--- src/rtl/link_vc_scheduler_if.sv ---
// rtl/link_vc_scheduler_if.sv - flit types and requester/link bundle for link_vc_scheduler
package noc_params;
  localparam int VC_NUM  = 4;
  localparam int VC_SIZE = $clog2(VC_NUM);
  localparam int DATA_W  = 16;

  typedef enum logic [1:0] {
    HEAD     = 2'd0,
    BODY     = 2'd1,
    TAIL     = 2'd2,
    HEADTAIL = 2'd3
  } flit_label_t;

  typedef struct packed {
    flit_label_t          flit_label;
    logic [VC_SIZE-1:0]   vc_id;
    logic [DATA_W-1:0]    data;
  } flit_t;
endpackage

interface link_vc_scheduler_if #(
  parameter int VC_NUM = noc_params::VC_NUM
);
  import noc_params::*;

  flit_t [VC_NUM-1:0] vc_flit;
  logic  [VC_NUM-1:0] vc_valid;
  logic  [VC_NUM-1:0] vc_ready;
  flit_t              data;
  logic               is_valid;
  logic  [VC_NUM-1:0] is_on_off;
  logic  [VC_NUM-1:0] is_allocatable;
  logic               protocol_err;

  // scheduler side: consumes requester flits, drives the link
  modport master (
    input  vc_flit, vc_valid, is_on_off, is_allocatable,
    output vc_ready, data, is_valid, protocol_err
  );

  // requester/downstream side
  modport slave (
    output vc_flit, vc_valid, is_on_off, is_allocatable,
    input  vc_ready, data, is_valid, protocol_err
  );
endinterface

--- src/rtl/link_vc_scheduler.sv ---
// rtl/link_vc_scheduler.sv - round-robin VC flit scheduler onto one router link
module link_vc_scheduler
  import noc_params::*;
#(
  parameter int VC_NUM      = noc_params::VC_NUM,
  parameter bit ALLOC_CHECK = 1'b1
) (
  input  logic                clk,
  input  logic                rst,
  link_vc_scheduler_if.master link_io
);
  localparam int PTR_W = (VC_NUM > 1) ? $clog2(VC_NUM) : 1;

  typedef enum logic {IDLE, ACTIVE} vc_state_e;

  vc_state_e          state_q [VC_NUM];
  vc_state_e          state_d [VC_NUM];
  logic [PTR_W-1:0]   rr_ptr_q, rr_ptr_d;
  flit_t              data_q, data_d;
  logic               valid_q, valid_d;
  logic               err_q, err_d;

  logic [VC_NUM-1:0]  label_ok;
  logic [VC_NUM-1:0]  eligible;
  logic [VC_NUM-1:0]  illegal;
  logic [VC_NUM-1:0]  grant;
  logic               gnt_any;
  logic [PTR_W-1:0]   gnt_idx;

  // per-VC eligibility: label must fit the packet state; heads also need a free downstream VC
  always_comb begin
    label_ok = '0;
    eligible = '0;
    illegal  = '0;
    for (int v = 0; v < VC_NUM; v++) begin
      if (state_q[v] == IDLE)
        label_ok[v] = (link_io.vc_flit[v].flit_label == HEAD) ||
                      (link_io.vc_flit[v].flit_label == HEADTAIL);
      else
        label_ok[v] = (link_io.vc_flit[v].flit_label == BODY) ||
                      (link_io.vc_flit[v].flit_label == TAIL);
      illegal[v]  = link_io.vc_valid[v] & ~label_ok[v];
      eligible[v] = link_io.vc_valid[v] & link_io.is_on_off[v] & label_ok[v] &
                    ((state_q[v] == ACTIVE) | link_io.is_allocatable[v] | ~ALLOC_CHECK);
    end
  end

  // round-robin pick: first eligible VC scanning upward from rr_ptr with wrap
  always_comb begin
    logic [PTR_W:0]   sum;
    logic [PTR_W-1:0] idx;
    grant   = '0;
    gnt_any = 1'b0;
    gnt_idx = '0;
    sum     = '0;
    idx     = '0;
    for (int i = 0; i < VC_NUM; i++) begin
      sum = {1'b0, rr_ptr_q} + (PTR_W+1)'(i);
      if (sum >= (PTR_W+1)'(VC_NUM))
        sum = sum - (PTR_W+1)'(VC_NUM);
      idx = sum[PTR_W-1:0];
      if (!gnt_any && eligible[idx]) begin
        gnt_any = 1'b1;
        gnt_idx = idx;
      end
    end
    if (gnt_any)
      grant[gnt_idx] = 1'b1;
  end

  // next state: packet FSMs, pointer advance, link register load, error pulse
  always_comb begin
    state_d  = state_q;
    rr_ptr_d = rr_ptr_q;
    data_d   = data_q;
    valid_d  = gnt_any;
    err_d    = |illegal;
    if (gnt_any) begin
      rr_ptr_d     = (gnt_idx == PTR_W'(VC_NUM - 1)) ? '0 : gnt_idx + PTR_W'(1);
      data_d       = link_io.vc_flit[gnt_idx];
      data_d.vc_id = VC_SIZE'(gnt_idx);
      case (link_io.vc_flit[gnt_idx].flit_label)
        HEAD:    state_d[gnt_idx] = ACTIVE;
        TAIL:    state_d[gnt_idx] = IDLE;
        default: ;
      endcase
    end
  end

  // state registers with asynchronous reset
  always_ff @(posedge clk or posedge rst) begin
    if (rst) begin
      for (int v = 0; v < VC_NUM; v++)
        state_q[v] <= IDLE;
      rr_ptr_q <= '0;
      data_q   <= '0;
      valid_q  <= 1'b0;
      err_q    <= 1'b0;
    end else begin
      state_q  <= state_d;
      rr_ptr_q <= rr_ptr_d;
      data_q   <= data_d;
      valid_q  <= valid_d;
      err_q    <= err_d;
    end
  end

  assign link_io.vc_ready     = rst ? '0 : grant;
  assign link_io.data         = data_q;
  assign link_io.is_valid     = valid_q;
  assign link_io.protocol_err = err_q;
endmodule
--- src/flat_wrapper.sv ---
// flat-port wrapper written by rule: the top's interface ports become plain ports
module link_vc_scheduler_flat import noc_params::*;
#(
  parameter int VC_NUM      = noc_params::VC_NUM,
  parameter bit ALLOC_CHECK = 1'b1
)
  (clk, rst, link_io_vc_flit, link_io_vc_valid, link_io_is_on_off, link_io_is_allocatable, link_io_vc_ready, link_io_data, link_io_is_valid, link_io_protocol_err);
  link_vc_scheduler_if #(.VC_NUM(VC_NUM)) link_io_i ();
  input  logic clk;
  input  logic rst;
  input wire logic [$bits(link_io_i.vc_flit)-1:0] link_io_vc_flit;
  input wire logic [$bits(link_io_i.vc_valid)-1:0] link_io_vc_valid;
  input wire logic [$bits(link_io_i.is_on_off)-1:0] link_io_is_on_off;
  input wire logic [$bits(link_io_i.is_allocatable)-1:0] link_io_is_allocatable;
  output wire logic [$bits(link_io_i.vc_ready)-1:0] link_io_vc_ready;
  output wire logic [$bits(link_io_i.data)-1:0] link_io_data;
  output wire logic [$bits(link_io_i.is_valid)-1:0] link_io_is_valid;
  output wire logic [$bits(link_io_i.protocol_err)-1:0] link_io_protocol_err;
  assign link_io_i.vc_flit = link_io_vc_flit;
  assign link_io_i.vc_valid = link_io_vc_valid;
  assign link_io_i.is_on_off = link_io_is_on_off;
  assign link_io_i.is_allocatable = link_io_is_allocatable;
  assign link_io_vc_ready = link_io_i.vc_ready;
  assign link_io_data = link_io_i.data;
  assign link_io_is_valid = link_io_i.is_valid;
  assign link_io_protocol_err = link_io_i.protocol_err;
  link_vc_scheduler #(.VC_NUM(VC_NUM), .ALLOC_CHECK(ALLOC_CHECK)) u_core (.clk(clk), .rst(rst), .link_io(link_io_i));
endmodule
--- config.mk ---
export PLATFORM = sky130hd
export DESIGN_NAME = link_vc_scheduler_flat
export DESIGN_NICKNAME = d
export VERILOG_FILES = /design/src/rtl/link_vc_scheduler_if.sv /design/src/rtl/link_vc_scheduler.sv /design/src/flat_wrapper.sv
export SDC_FILE = /design/constraint.sdc
export NUM_CORES = 1
export LEC_CHECK = 0
export CAP_MARGIN = 20
export CORE_AREA = 2 2 74 76
export DETAILED_ROUTE_END_ITERATION = 12
export DIE_AREA = 0 0 76 78
export HOLD_SLACK_MARGIN = 0.02
export PLACE_DENSITY_LB_ADDON = 0.05
export SYNTH_ARGS = -nofsm -noshare
export SYNTH_HDL_FRONTEND = slang
export SYNTH_SLANG_ARGS = --single-unit
export TNS_END_PERCENT = 5
--- constraint.sdc ---
create_clock -name clk -period 5.25 [get_ports clk]
set_input_delay 0.7875 -clock clk [delete_from_list [all_inputs] [get_ports clk]]
set_output_delay 0.7875 -clock clk [all_outputs]
set_load 0.03 [all_outputs]
==> flow_summary_export.csv, run 1 <==
group,metric,value,unit
synth,synth_common_cells,"35 x mux2i_1, 28 x dfrtp_1, 16 x a21o_1, 16 x o22ai_1",
die,die_h,78,µm
worst_setup_path,arrival,3920,ps
timing,tns,0,ps
placed_design,gp_congestion,0.7709,
timing,fmax,212.4,MHz
timing,fin_crit_sh,89.68,%
timing,setup_ws,541.9,ps
cts,cts_tree,"built",
cts,htreeDepth,1,
drt,drc_errors,0,
timing,worst_pin_slew,677.6,ps
die,rows,26,
drt,drtPass1Iterations,4,
timing,slew_headroom,54.63,%
synth,yosysTopAreaCell,"dfrtp_1",
die,ios,120,
worst_setup_path,rr_endpoint,"u_core.link_io.data[4]$_DFFE_PP0N_",
drt,drt_wl_total,5426,µm
synth,synth_nets,281,
timing,setup_viol,0,
worst_setup_path,crit_end,"link_io_vc_ready[3]",
synth,synthesis.area,1964,µm²
cells_and_area,nets,393,
synth,yosysMostFrequentCell,"mux2i_1",
drt,post_drt_wl_per_cell,14.95,µm
synth,ys_seq_area_share,35.67,%
global_route,grt_overflow_total,0,
worst_setup_path,slowest_delay,580,ps
worst_setup_path,critical_path_cell_count,9,
worst_setup_path,crit_family,"buffers and inverters",
worst_setup_path,cp_slowest_cell,"clkdlybuf4s50_1",
drt,ant_nets,0,
synth,synth_edf_count,0,
timing,grt_setup_unrepaired,"false",
cells_and_area,final_core_util,63.97,%
synth,synth_top_area_share,35.67,%
synth,yosys-top-cells-area,"dfrtp_1 36%, mux2i_1 18%, a21o_1 6.1%, o22ai_1 5.1%, mux2_4 3.8%",
power_and_ir_drop,power_density,432.7,nW/µm²
synth,yosys_register_bits,28,
synth,netlist_instances,183,
cts,clockRootBuffer,"clkbuf_8",
drt,drt_iter0_markers,31,
synth,syn-mean-instance-area,10.73,µm²
synth,yosysWarnings,0,
cells_and_area,syn_to_final_growth,64.20,%
drt,vias,1829,
worst_setup_path,r2r_slack,2400,ps
global_route,antenna_found_initial,0,
cts,clock_latency,260,ps
timing,hold_viol,0,
worst_setup_path,cp_cell_sequence,"clkdlybuf4s50_1 -> xnor2_1 -> mux2i_2 -> nand3_1 -> o211ai_4 -> inv_2 -> ha_1 -> and2_1 -> clkdlybuf4s50_1",
worst_setup_path,cp.required,4460,ps
placed_design,dp_hpwl,4354,µm
worst_setup_path,startpoint,"link_io_vc_flit[18]",
worst_hold_path,hold_path_class,"flop to flop",
global_route,grt.total_usage,18.76,%
power_and_ir_drop,ir_drop,198.6,µV
die,fp.coreArea,5042,µm²
cts,cts_buffers,3,
job,maxCapViolCount,0,
worst_setup_path,worstRegToRegCells,8,
synth,async_reset_ff_share,100.0,%
timing,finClkSkew,5.731,ps
worst_setup_path,critical_path.most_common_cell,"clkdlybuf4s50_1",
worst_setup_path,cp-start-kind,"input pin",
drt,via_per_inst,5.039,
cts,post_cts_buffers,0,
worst_setup_path,critPathBufInv,3,
cts,cts_resized,0,
global_route,first_global_vias,1946,
cts,hold_buffers,0,
cts,cts_num_sinks,28,
placed_design,post-place-ws,538.5,ps
cts,clockBufferDepth,2,
cells_and_area,nFillCells,436,
placed_design,portBuffers,111,
global_route,grt_pass1_wl,9108,µm
die,start_util,38.96,%
power_and_ir_drop,p_leak,1.518,nW
die,dieArea,5928,µm²
worst_setup_path,end_kind,"primary output",
worst_setup_path,criticalPathCategory,"input pin to primary output",
synth,synth_cell_types,37,
worst_setup_path,crit_fanout,14,
cts,path_clk_slew,80,ps
die,die_x,76,µm
cells_and_area,n_antenna_cell,0,
global_route,grt_max_degree,29,
outcome,status,"complete, no violations",
timing,finalCriticalPeriod,4708,ps
timing,final-max-slew-violation-count,0,
cells_and_area,drive_gt1_share,9.215,%
synth,synth_flop_cell,"dfrtp_1",
## cell families (layout without fill, tap and decap cells)
kind of cell / after synthesis / in the layout / share of synthesized area (%)
AND/OR/NAND/NOR: 25 / 25 / 6.687
buffers and inverters: 16 / 126 / 3.821
XOR/XNOR: 8 / 8 / 3.567
AO/OA/AOI/OAI: 58 / 58 / 23.50
flip-flops: 28 / 28 / 35.67
adder cells (fa/ha/maj): 4 / 4 / 2.548
multiplexers: 44 / 44 / 24.20
## cell type report
type	instances	area (µm²)	share of cell area (%)
Multi-Input combinational cell	139	1202	37.28
Timing Repair Buffer	115	1161	36.00
Inverter	8	32.53	1.009
Sequential cell	28	700.7	21.72
Tap cell	70	87.58	2.715
Clock buffer	3	41.29	1.280
## placed cells by master, fill, tap and decap left out, types with 3 or more instances in the layout
master	count
nor2_1	3
clkdlybuf4s50_1	111
buf_4	3
xnor2_1	8
and2_1	4
nand3_1	5
a22oi_1	4
o22ai_1	16
dfrtp_1	28
a21o_1	16
nand2_1	8
mux2i_1	35
nand4b_1	4
mux2_4	5
a21boi_1	4
ha_1	4
inv_1	6
clkbuf_8	3
## worst min path at each step
stage | slack [ps] | cells past startpoint | endpoint | start
6_report | 480 | 1 | u_core.link_io.data[5]$_DFFE_PP0N_ | u_core.link_io.data[5]$_DFFE_PP0N_
4_1_cts | 490 | 1 | u_core.link_io.data[5]$_DFFE_PP0N_ | u_core.link_io.data[5]$_DFFE_PP0N_
2_1_floorplan | 540 | 1 | flop | flop
3_3_place_gp | 460 | 1 | u_core.link_io.data[12]$_DFFE_PP0N_ | u_core.link_io.data[12]$_DFFE_PP0N_
3_5_place_dp | 460 | 1 | u_core.link_io.data[6]$_DFFE_PP0N_ | u_core.link_io.data[6]$_DFFE_PP0N_
5_1_grt | 520 | 1 | u_core.link_io.data[8]$_DFFE_PP0N_ | u_core.link_io.data[8]$_DFFE_PP0N_
## layer usage
layer / GRT usage [%] / share of wire [%] / routed length (µm)
met1: 22.57 / 42 / 2278
met2: 33.57 / 49 / 2677
met3: 5.349 / 7.9 / 430
met4: 3.818 / 0.74 / 40
met5: 0 / 0 / 0
## stage by stage
| step | cell area [µm²] | instances | hold WS [ps] | total power, mW |
|---|---|---|---|---|
| detailed placement | 3157 | 359 | 464.8 | 1.294 |
| global route | 3226 | 363 | 518.0 | 1.494 |
| global placement | 3157 | 359 | 460.5 | 1.284 |
| finish | 3226 | 363 | 483.7 | 1.396 |
| floorplan | 1964 | 183 | 538.3 | 0.9561 |
| CTS | 3198 | 362 | 489.5 | 1.409 |
## power by group
group	internal (mW)	total [mW]	switching (mW)
Clock	0.0513	0.111	0.0595
Sequential	0.323	0.404	0.0812
Combinational	0.424	0.881	0.457
Total	0.798	1.40	0.597
(Power assumes the default switching activity.)
==> inputs of run 2 (changes only) <==
--- a/config.mk
+++ b/config.mk
@@ -5,11 +5,11 @@
 export SDC_FILE = /design/constraint.sdc
 export NUM_CORES = 1
 export LEC_CHECK = 0
-export CAP_MARGIN = 20
 export CORE_AREA = 2 2 74 76
 export DETAILED_ROUTE_END_ITERATION = 12
 export DIE_AREA = 0 0 76 78
 export HOLD_SLACK_MARGIN = 0.02
+export MAX_ROUTING_LAYER = met4
 export PLACE_DENSITY_LB_ADDON = 0.05
 export SYNTH_ARGS = -nofsm -noshare
 export SYNTH_HDL_FRONTEND = slang
==> constraint.sdc (replaced) <==
create_clock -name clk -period 5.5 [get_ports clk]
set_input_delay 0.825 -clock clk [delete_from_list [all_inputs] [get_ports clk]]
set_output_delay 0.825 -clock clk [all_outputs]
set_load 0.03 [all_outputs]
==> run 2 against run 1 <==
Compared with the run above: cell area down 0.85%; die area unchanged; clock-buffer cell count unchanged; final cell count down 0.28%; worst setup slack better by 240 ps; sequential share of layout area up 0.19 points; critical endpoint unchanged; highest routed layer unchanged.
==> flow_summary_export.csv, run 2 (synthesized netlist as in run 1, its figures left out) <==
group,metric,value,unit
cells_and_area,layout_common_cells,"111 x clkdlybuf4s50_1, 35 x mux2i_1, 28 x dfrtp_1, 16 x o22ai_1, 16 x a21o_1",
timing,fmax,211.9,MHz
worst_hold_path,hold_end,"u_core.link_io.data[12]$_DFFE_PP0N_",
cts,clockRootBuffer,"clkbuf_8",
global_route,grt_overflow_total,0,
worst_setup_path,rr_endpoint,"u_core.link_io.data[1]$_DFFE_PP0N_",
timing,final-max-slew-violation-count,0,
cells_and_area,final_common_cell,"clkdlybuf4s50_1",
drt,via_per_inst,5.108,
timing,finClkSkew,4.875,ps
cts,cts_num_sinks,28,
worst_hold_path,hold_path_class,"flop to flop",
global_route,antenna_found_initial,0,
cts,post_cts_buffers,0,
timing,slew_headroom,28.87,%
cells_and_area,regArea,700.7,µm²
cts,clockBufferDepth,2,
worst_hold_path,hp-start,"u_core.link_io.data[12]$_DFFE_PP0N_",
placed_design,post-place-ws,760.0,ps
cells_and_area,syn_to_final_growth,62.80,%
drt,met2_length,2627,µm
drt,drtPass1Iterations,4,
worst_setup_path,slowest_delay,590,ps
placed_design,dp_hpwl,4204,µm
worst_setup_path,cp.required,4680,ps
cts,cts_buffers,3,
job,maxCapViolCount,0,
placed_design,portBuffers,111,
timing,timing.hold.ws,482.8,ps
worst_setup_path,criticalPathCategory,"input pin to primary output",
timing,grt_setup_unrepaired,"false",
drt,wl_met1,2270,µm
timing,setup_viol,0,
worst_setup_path,cp_slowest_cell,"clkdlybuf4s50_1",
global_route,grt.total_usage,18.95,%
worst_setup_path,worstRegToRegCells,8,
timing,hold_viol,0,
power_and_ir_drop,finalPower,1.331,mW
worst_setup_path,critical_path.most_common_cell,"clkdlybuf4s50_1",
drt,post_drt_wl_per_cell,14.61,µm
die,fp.coreArea,5042,µm²
worst_setup_path,cp_cell_sequence,"clkdlybuf4s50_1 -> xnor2_1 -> mux2i_2 -> nand3_1 -> o211ai_4 -> inv_2 -> ha_1 -> and2_1 -> clkdlybuf4s50_1",
global_route,grt_pass1_wl,8949,µm
timing,worst_pin_slew,1066,ps
timing,finalCriticalPeriod,4720,ps
drt,highest_layer,"met4",
die,die_x,76,µm
cells_and_area,drive_gt1_share,8.904,%
worst_setup_path,crit_fanout,14,
outcome,status,"complete, no violations",
drt,ant_nets,0,
drt,vias,1849,
cells_and_area,nets,392,
placed_design,gp_congestion,0.7702,
drt,drt_wl_total,5289,µm
worst_setup_path,r2r_slack,2680,ps
cts,htreeDepth,1,
global_route,first_global_vias,1907,
die,ios,120,
global_route,grt_max_degree,29,
die,start_util,38.96,%
cts,clock_latency,270,ps
die,rows,26,
cts,cts_resized,0,
cells_and_area,nFillCells,438,
worst_setup_path,arrival,3890,ps
drt,drc_errors,0,
timing,setup_ws,780.4,ps
power_and_ir_drop,power_density,416.3,nW/µm²
cts,hold_buffers,0,
die,die_h,78,µm
timing,fin_crit_sh,85.81,%
cts,cts_tree,"built",
die,dieArea,5928,µm²
worst_hold_path,whs_path_depth,1,
power_and_ir_drop,p_leak,1.506,nW
drt,wl_met3,372,µm
cells_and_area,n_antenna_cell,0,
worst_setup_path,cp-start-kind,"input pin",
worst_setup_path,end_kind,"primary output",
cells_and_area,multiInputGateArea,1202,µm²
cts,path_clk_slew,90,ps
timing,tns,0,ps
drt,drt_iter0_markers,60,
power_and_ir_drop,ir_drop,191.8,µV
-- run 2: worst max-delay path by stage --
| stage | startpoint | depth (start not counted) | endpoint |
|---|---|---|---|
| floorplan | link_io_vc_flit[18] | 7 | link_io_vc_ready[0] |
| global placement | link_io_vc_flit[58] | 9 | link_io_vc_ready[3] |
| detailed placement | link_io_vc_flit[18] | 9 | link_io_vc_ready[3] |
| CTS | link_io_vc_flit[18] | 9 | link_io_vc_ready[3] |
| global route | link_io_vc_flit[18] | 9 | link_io_vc_ready[1] |
| finish | link_io_vc_flit[18] | 9 | link_io_vc_ready[3] |
-- run 2: metrics by stage --
stage | area [µm²] | utilization [%] | instances
2_1_floorplan | 1964 | - | 183
3_3_place_gp | 3157 | 62.61 | 359
3_5_place_dp | 3157 | 62.61 | 359
4_1_cts | 3198 | 63.42 | 362
5_1_grt | 3198 | 63.42 | 362
6_report | 3198 | 63.42 | 362
-- run 2: cell type report --
type / instances / share of cell area (%)
Multi-Input combinational cell: 139 / 37.60
Timing Repair Buffer: 114 / 35.45
Sequential cell: 28 / 21.91
Tap cell: 70 / 2.739
Clock buffer: 3 / 1.291
Inverter: 8 / 1.017
-- run 2: metal layers --
| metal | up-vias | track usage [%] |
|---|---|---|
| met3 | 2 | 4.419 |
| li1 | 907 | - |
| met4 | 0 | 4.000 |
| met2 | 74 | 31.87 |
| met1 | 866 | 23.51 |
| met5 | - | - |
-- run 2: report_power, final --
part           internal [mW]  leakage, nW  switching (mW)  total (mW)
clock network         0.0491       0.0216          0.0606       0.110
logic                  0.403         1.14           0.435       0.838
registers              0.308        0.341          0.0750       0.383
total                  0.761         1.51           0.571        1.33
-- run 2: critical path: cells and delay by family --
family	cells	cell delay [ps]
xor gates and xnor gates	1	320
adders and majority gates	1	250
muxes	1	550
and+or+nand+nor	2	450
buffers and inverters	3	1170
AOI/OAI and AO/OA	1	350
==> RTL edit 1, RTL diff (settings of run 1) <==
The package constant `VC_NUM` goes from 4 to 2.
--- a/src/rtl/link_vc_scheduler_if.sv
+++ b/src/rtl/link_vc_scheduler_if.sv
@@ -1,5 +1,5 @@
 // rtl/link_vc_scheduler_if.sv - flit types and requester/link bundle for link_vc_scheduler
 package noc_params;
-  localparam int VC_NUM  = 4;
+  localparam int VC_NUM  = 2;
   localparam int VC_SIZE = $clog2(VC_NUM);
   localparam int DATA_W  = 16;
Ports: changed (6 resized); port bits go from 120 to 69. No check against the original RTL was run, so the function may have changed too.
==> RTL edit 1 against run 1 <==
Final cell count down 35%. Utilization down 24 points. Worst setup slack better by 1100 ps. Area after synthesis down 38%. Total power down 27%. Cell area down 37%. Sequential cell count down 4. Wire length down 35%.
==> RTL edit 1: results (changes against run 1) <==
internal power summed over all cells=623 uW (-22%); GR Layer Usage met3=4.07% (-1.3 points); FILL cells=506 (+16%); port buffer count=66 (-41%); Max-slew headroom=77.7% (+23 points); Setup Skew=1.99 ps (-3.74 ps); synth cell count leaders=sky130_fd_sc_hd__dfrtp_1 (24), sky130_fd_sc_hd__o221a_2 (17), sky130_fd_sc_hd__or3_1 (17); maximum number of pins on one net before global-route repair=25 (-14%); delay of the slowest critical-path stage=690 ps (+110 ps); global-route wire length before repair=5810 um (-36%); Worst Path Max Fanout=3 (-11); cell count after placement=230 (-36%); Layout Nets=212 (-46%); total global-route track usage=12.6% (-6.2 points); drt initial violations=34 (+9.7%); total detailed-routing wirelength=3540 um (-35%); power dissipated in sequential cells=318 uW (-21%); largest cells by area after synthesis=sky130_fd_sc_hd__dfrtp_1 (50%), sky130_fd_sc_hd__o221a_2 (16%), sky130_fd_sc_hd__or3_1 (8.8%); instance area at placement=1950 um^2 (-38%); wire length on met3=222 um (-48%); static leakage=0.000787 uW (-48%); wl on met1=1510 um (-34%); worst-case reg-to-reg path depth=5 (-3); Setup WS pre-CTS=1630 ps (+1090 ps); post-layout total power=1020 uW (-27%); Final Cycle Share=68.3% (-21 points); routed length per instance=15.1 um (+0.89%); fraction of power consumed by combinational cells=56.1% (-7.0 points); synthesized netlist net count=142 (-49%); library cells used by synthesis=22 (-41%); share of final-layout standard cells stronger than drive strength 1=21.8% (+13 points); result of the run=complete, no violations; VDD IR-drop max=209 uV (+5.3%); global-route track usage on met1=14.7% (-7.9 points); worst flop-to-flop path endpoint=u_core.link_io.data[4]; GR met2 Demand/Resource=22.2% (-11 points); post-detailed-placement half-perimeter wirelength=2550 um (-41%)
==> RTL edit 1: cell types whose count changed after synthesis, moves of 6 or more <==
| cell | change |
|---|---|
| sky130_fd_sc_hd__mux2i_1 | -33 |
| sky130_fd_sc_hd__o221a_2 | +17 |
| sky130_fd_sc_hd__or3_1 | +17 |
| sky130_fd_sc_hd__a21o_1 | -16 |
| sky130_fd_sc_hd__o22ai_1 | -16 |
| sky130_fd_sc_hd__xnor2_1 | -6 |
==> RTL edit 1: how the worst min path moves through the flow <==
stage                             from                 endpoint  slack (ps)  depth (start not counted)
6_report       u_core.link_io.data[16]  u_core.link_io.data[16]         490                          2
2_1_floorplan                 register                 register         530                          2
4_1_cts        u_core.link_io.data[16]  u_core.link_io.data[16]         490                          2
3_3_place_gp   u_core.link_io.data[16]  u_core.link_io.data[16]         460                          2
3_5_place_dp   u_core.link_io.data[16]  u_core.link_io.data[16]         470                          2
5_1_grt        u_core.link_io.data[16]  u_core.link_io.data[16]         540                          2
==> RTL edit 1: final cells by class <==
cell class / count / area, um^2 / area share [%]
Clock buffer: 4 / 55.1 / 2.71
Inverter: 4 / 15.0 / 0.738
Multi-Input combinational cell: 62 / 557 / 27.4
Sequential cell: 24 / 601 / 29.5
Tap cell: 70 / 87.6 / 4.31
Timing Repair Buffer: 71 / 718 / 35.3
==> RTL edit 1: logic make-up after synthesis <==
family / after synthesis / share of synthesized area, %
AOI/OAI and AO/OA: 23 / 21.7
and+or+nand+nor: 29 / 13.7
xor gates and xnor gates: 4 / 4.13
muxes: 6 / 6.40
DFF: 24 / 49.5
buffers and inverters: 10 / 4.54
==> RTL edit 1: tightest hold or removal path: stages, from the launching register on <==
cell and delay (ps):
sky130_fd_sc_hd__dfrtp_1 360, sky130_fd_sc_hd__nand2_1 50, sky130_fd_sc_hd__nand2_1 50
==> RTL edit 2, RTL diff (settings of run 1) <==
Without the edit above. Reset style: synchronous (`rst`), changed in one clocked block. Comments in the files are not updated.
--- a/src/rtl/link_vc_scheduler.sv
+++ b/src/rtl/link_vc_scheduler.sv
@@ -89,5 +89,5 @@
 
   // state registers with asynchronous reset
-  always_ff @(posedge clk or posedge rst) begin
+  always_ff @(posedge clk) begin
     if (rst) begin
       for (int v = 0; v < VC_NUM; v++)
Check against the original RTL: differs if rst is asserted again (counterexample within 4 cycles, from zero or initial values and one cycle with rst high); with rst held inactive, the same outputs for 10 cycles.
==> RTL edit 2 against run 1 <==
Wire length is 5.4% higher. Area after synthesis is 0.51% lower. Cell area is 1.9% lower. Final cell count is 6.1% higher. Worst setup slack worse by 62 ps. Sequential share of layout area is 4.0 points lower. Utilization is 1.2 points lower. Sequential cell count stayed put. Critical endpoint unchanged. Highest routed layer unchanged.
Power is not compared: it rests on default switching activity, and its combinational part moved more than twofold at a synthesized area within 25%.
==> RTL edit 2: results (changes against run 1) <==
amount of wire on met2 after detailed routing=2680 um (+0.19%); synthesized netlist net count=307 (+9.3%); synthesized-area fraction occupied by xor and xnor cells=3.52% (-0.046 points); first element of the critical path=link_io_vc_flit[58]; post-detailed-placement half-perimeter wirelength=4480 um (+2.8%); achievable frequency=0.210 GHz (-1.3%); Layout Nets=415 (+5.6%); non-filler cells in the finished layout=385 (+6.1%); worst-case hold slack=457 ps (-26.3 ps); number of iterations in the first detailed-routing pass=5 (+1); global-route track usage on met1=23.1% (+0.57 points); maximum number of pins on one net before global-route repair=25 (-14%); Avg Cell Area, Syn=9.35 um^2 (-13%); adder-cell share of the synthesized area=2.56% (+0.013 points); Worst Hold Path EP=u_core.link_io.data[16]; FILL cells=437 (+0.23%); number of global-route vias before repair=1977 (+1.6%); cell count after placement=382 (+6.4%); share of final-layout standard cells stronger than drive strength 1=8.89% (-0.33 points); Worst Path Max Fanout=17 (+3); Setup WS pre-CTS=447 ps (-91.4 ps); GR Layer Usage met3=5.93% (+0.58 points); Top FF cell, synth=sky130_fd_sc_hd__dfxtp_1; wl on met1=2530 um (+11%); global-route wire length before repair=9440 um (+3.6%); vias per cell=5.22 (+3.5%); fraction of synthesized area in multiplexers=26.6% (+2.4 points); worst flop-to-flop path endpoint=u_core.link_io.data[12]; result of the run=complete, no violations; library cells used by synthesis=41 (+11%); GR met2 Demand/Resource=33.4% (-0.18 points); number of cells on the worst hold path=2 (+1); synth cell count leaders=sky130_fd_sc_hd__mux2i_1 (30), sky130_fd_sc_hd__dfxtp_1 (28), sky130_fd_sc_hd__o22ai_1 (17); total global-route track usage=19.3% (+0.55 points); register-to-register path setup slack=2320 ps (-80 ps); hold path startpoint=u_core.link_io.data[16]
RTL edit 2: cell types whose count changed after synthesis, moves of 5 or more:
cell	before	now
sky130_fd_sc_hd__dfrtp_1	28	0
sky130_fd_sc_hd__dfxtp_1	0	28
sky130_fd_sc_hd__a21o_1	16	1
sky130_fd_sc_hd__a22oi_1	4	15
sky130_fd_sc_hd__mux2_2	2	12
sky130_fd_sc_hd__nand2_1	8	16
sky130_fd_sc_hd__nor2b_1	0	7
sky130_fd_sc_hd__nor2_1	3	9
sky130_fd_sc_hd__mux2i_1	35	30
RTL edit 2: layout make-up:
class | count | area, um^2 | area share [%]
Clock buffer | 3 | 41.3 | 1.31
Inverter | 5 | 23.8 | 0.752
Multi-Input combinational cell | 165 | 1320 | 41.6
Sequential cell | 28 | 561 | 17.7
Tap cell | 70 | 87.6 | 2.77
Timing Repair Buffer | 114 | 1130 | 35.8
RTL edit 2: where the power goes:
part,internal (uW),switching (uW)
clock,51.5,65.1
sequential,230,9.89
combinational,143,126
total,425,201
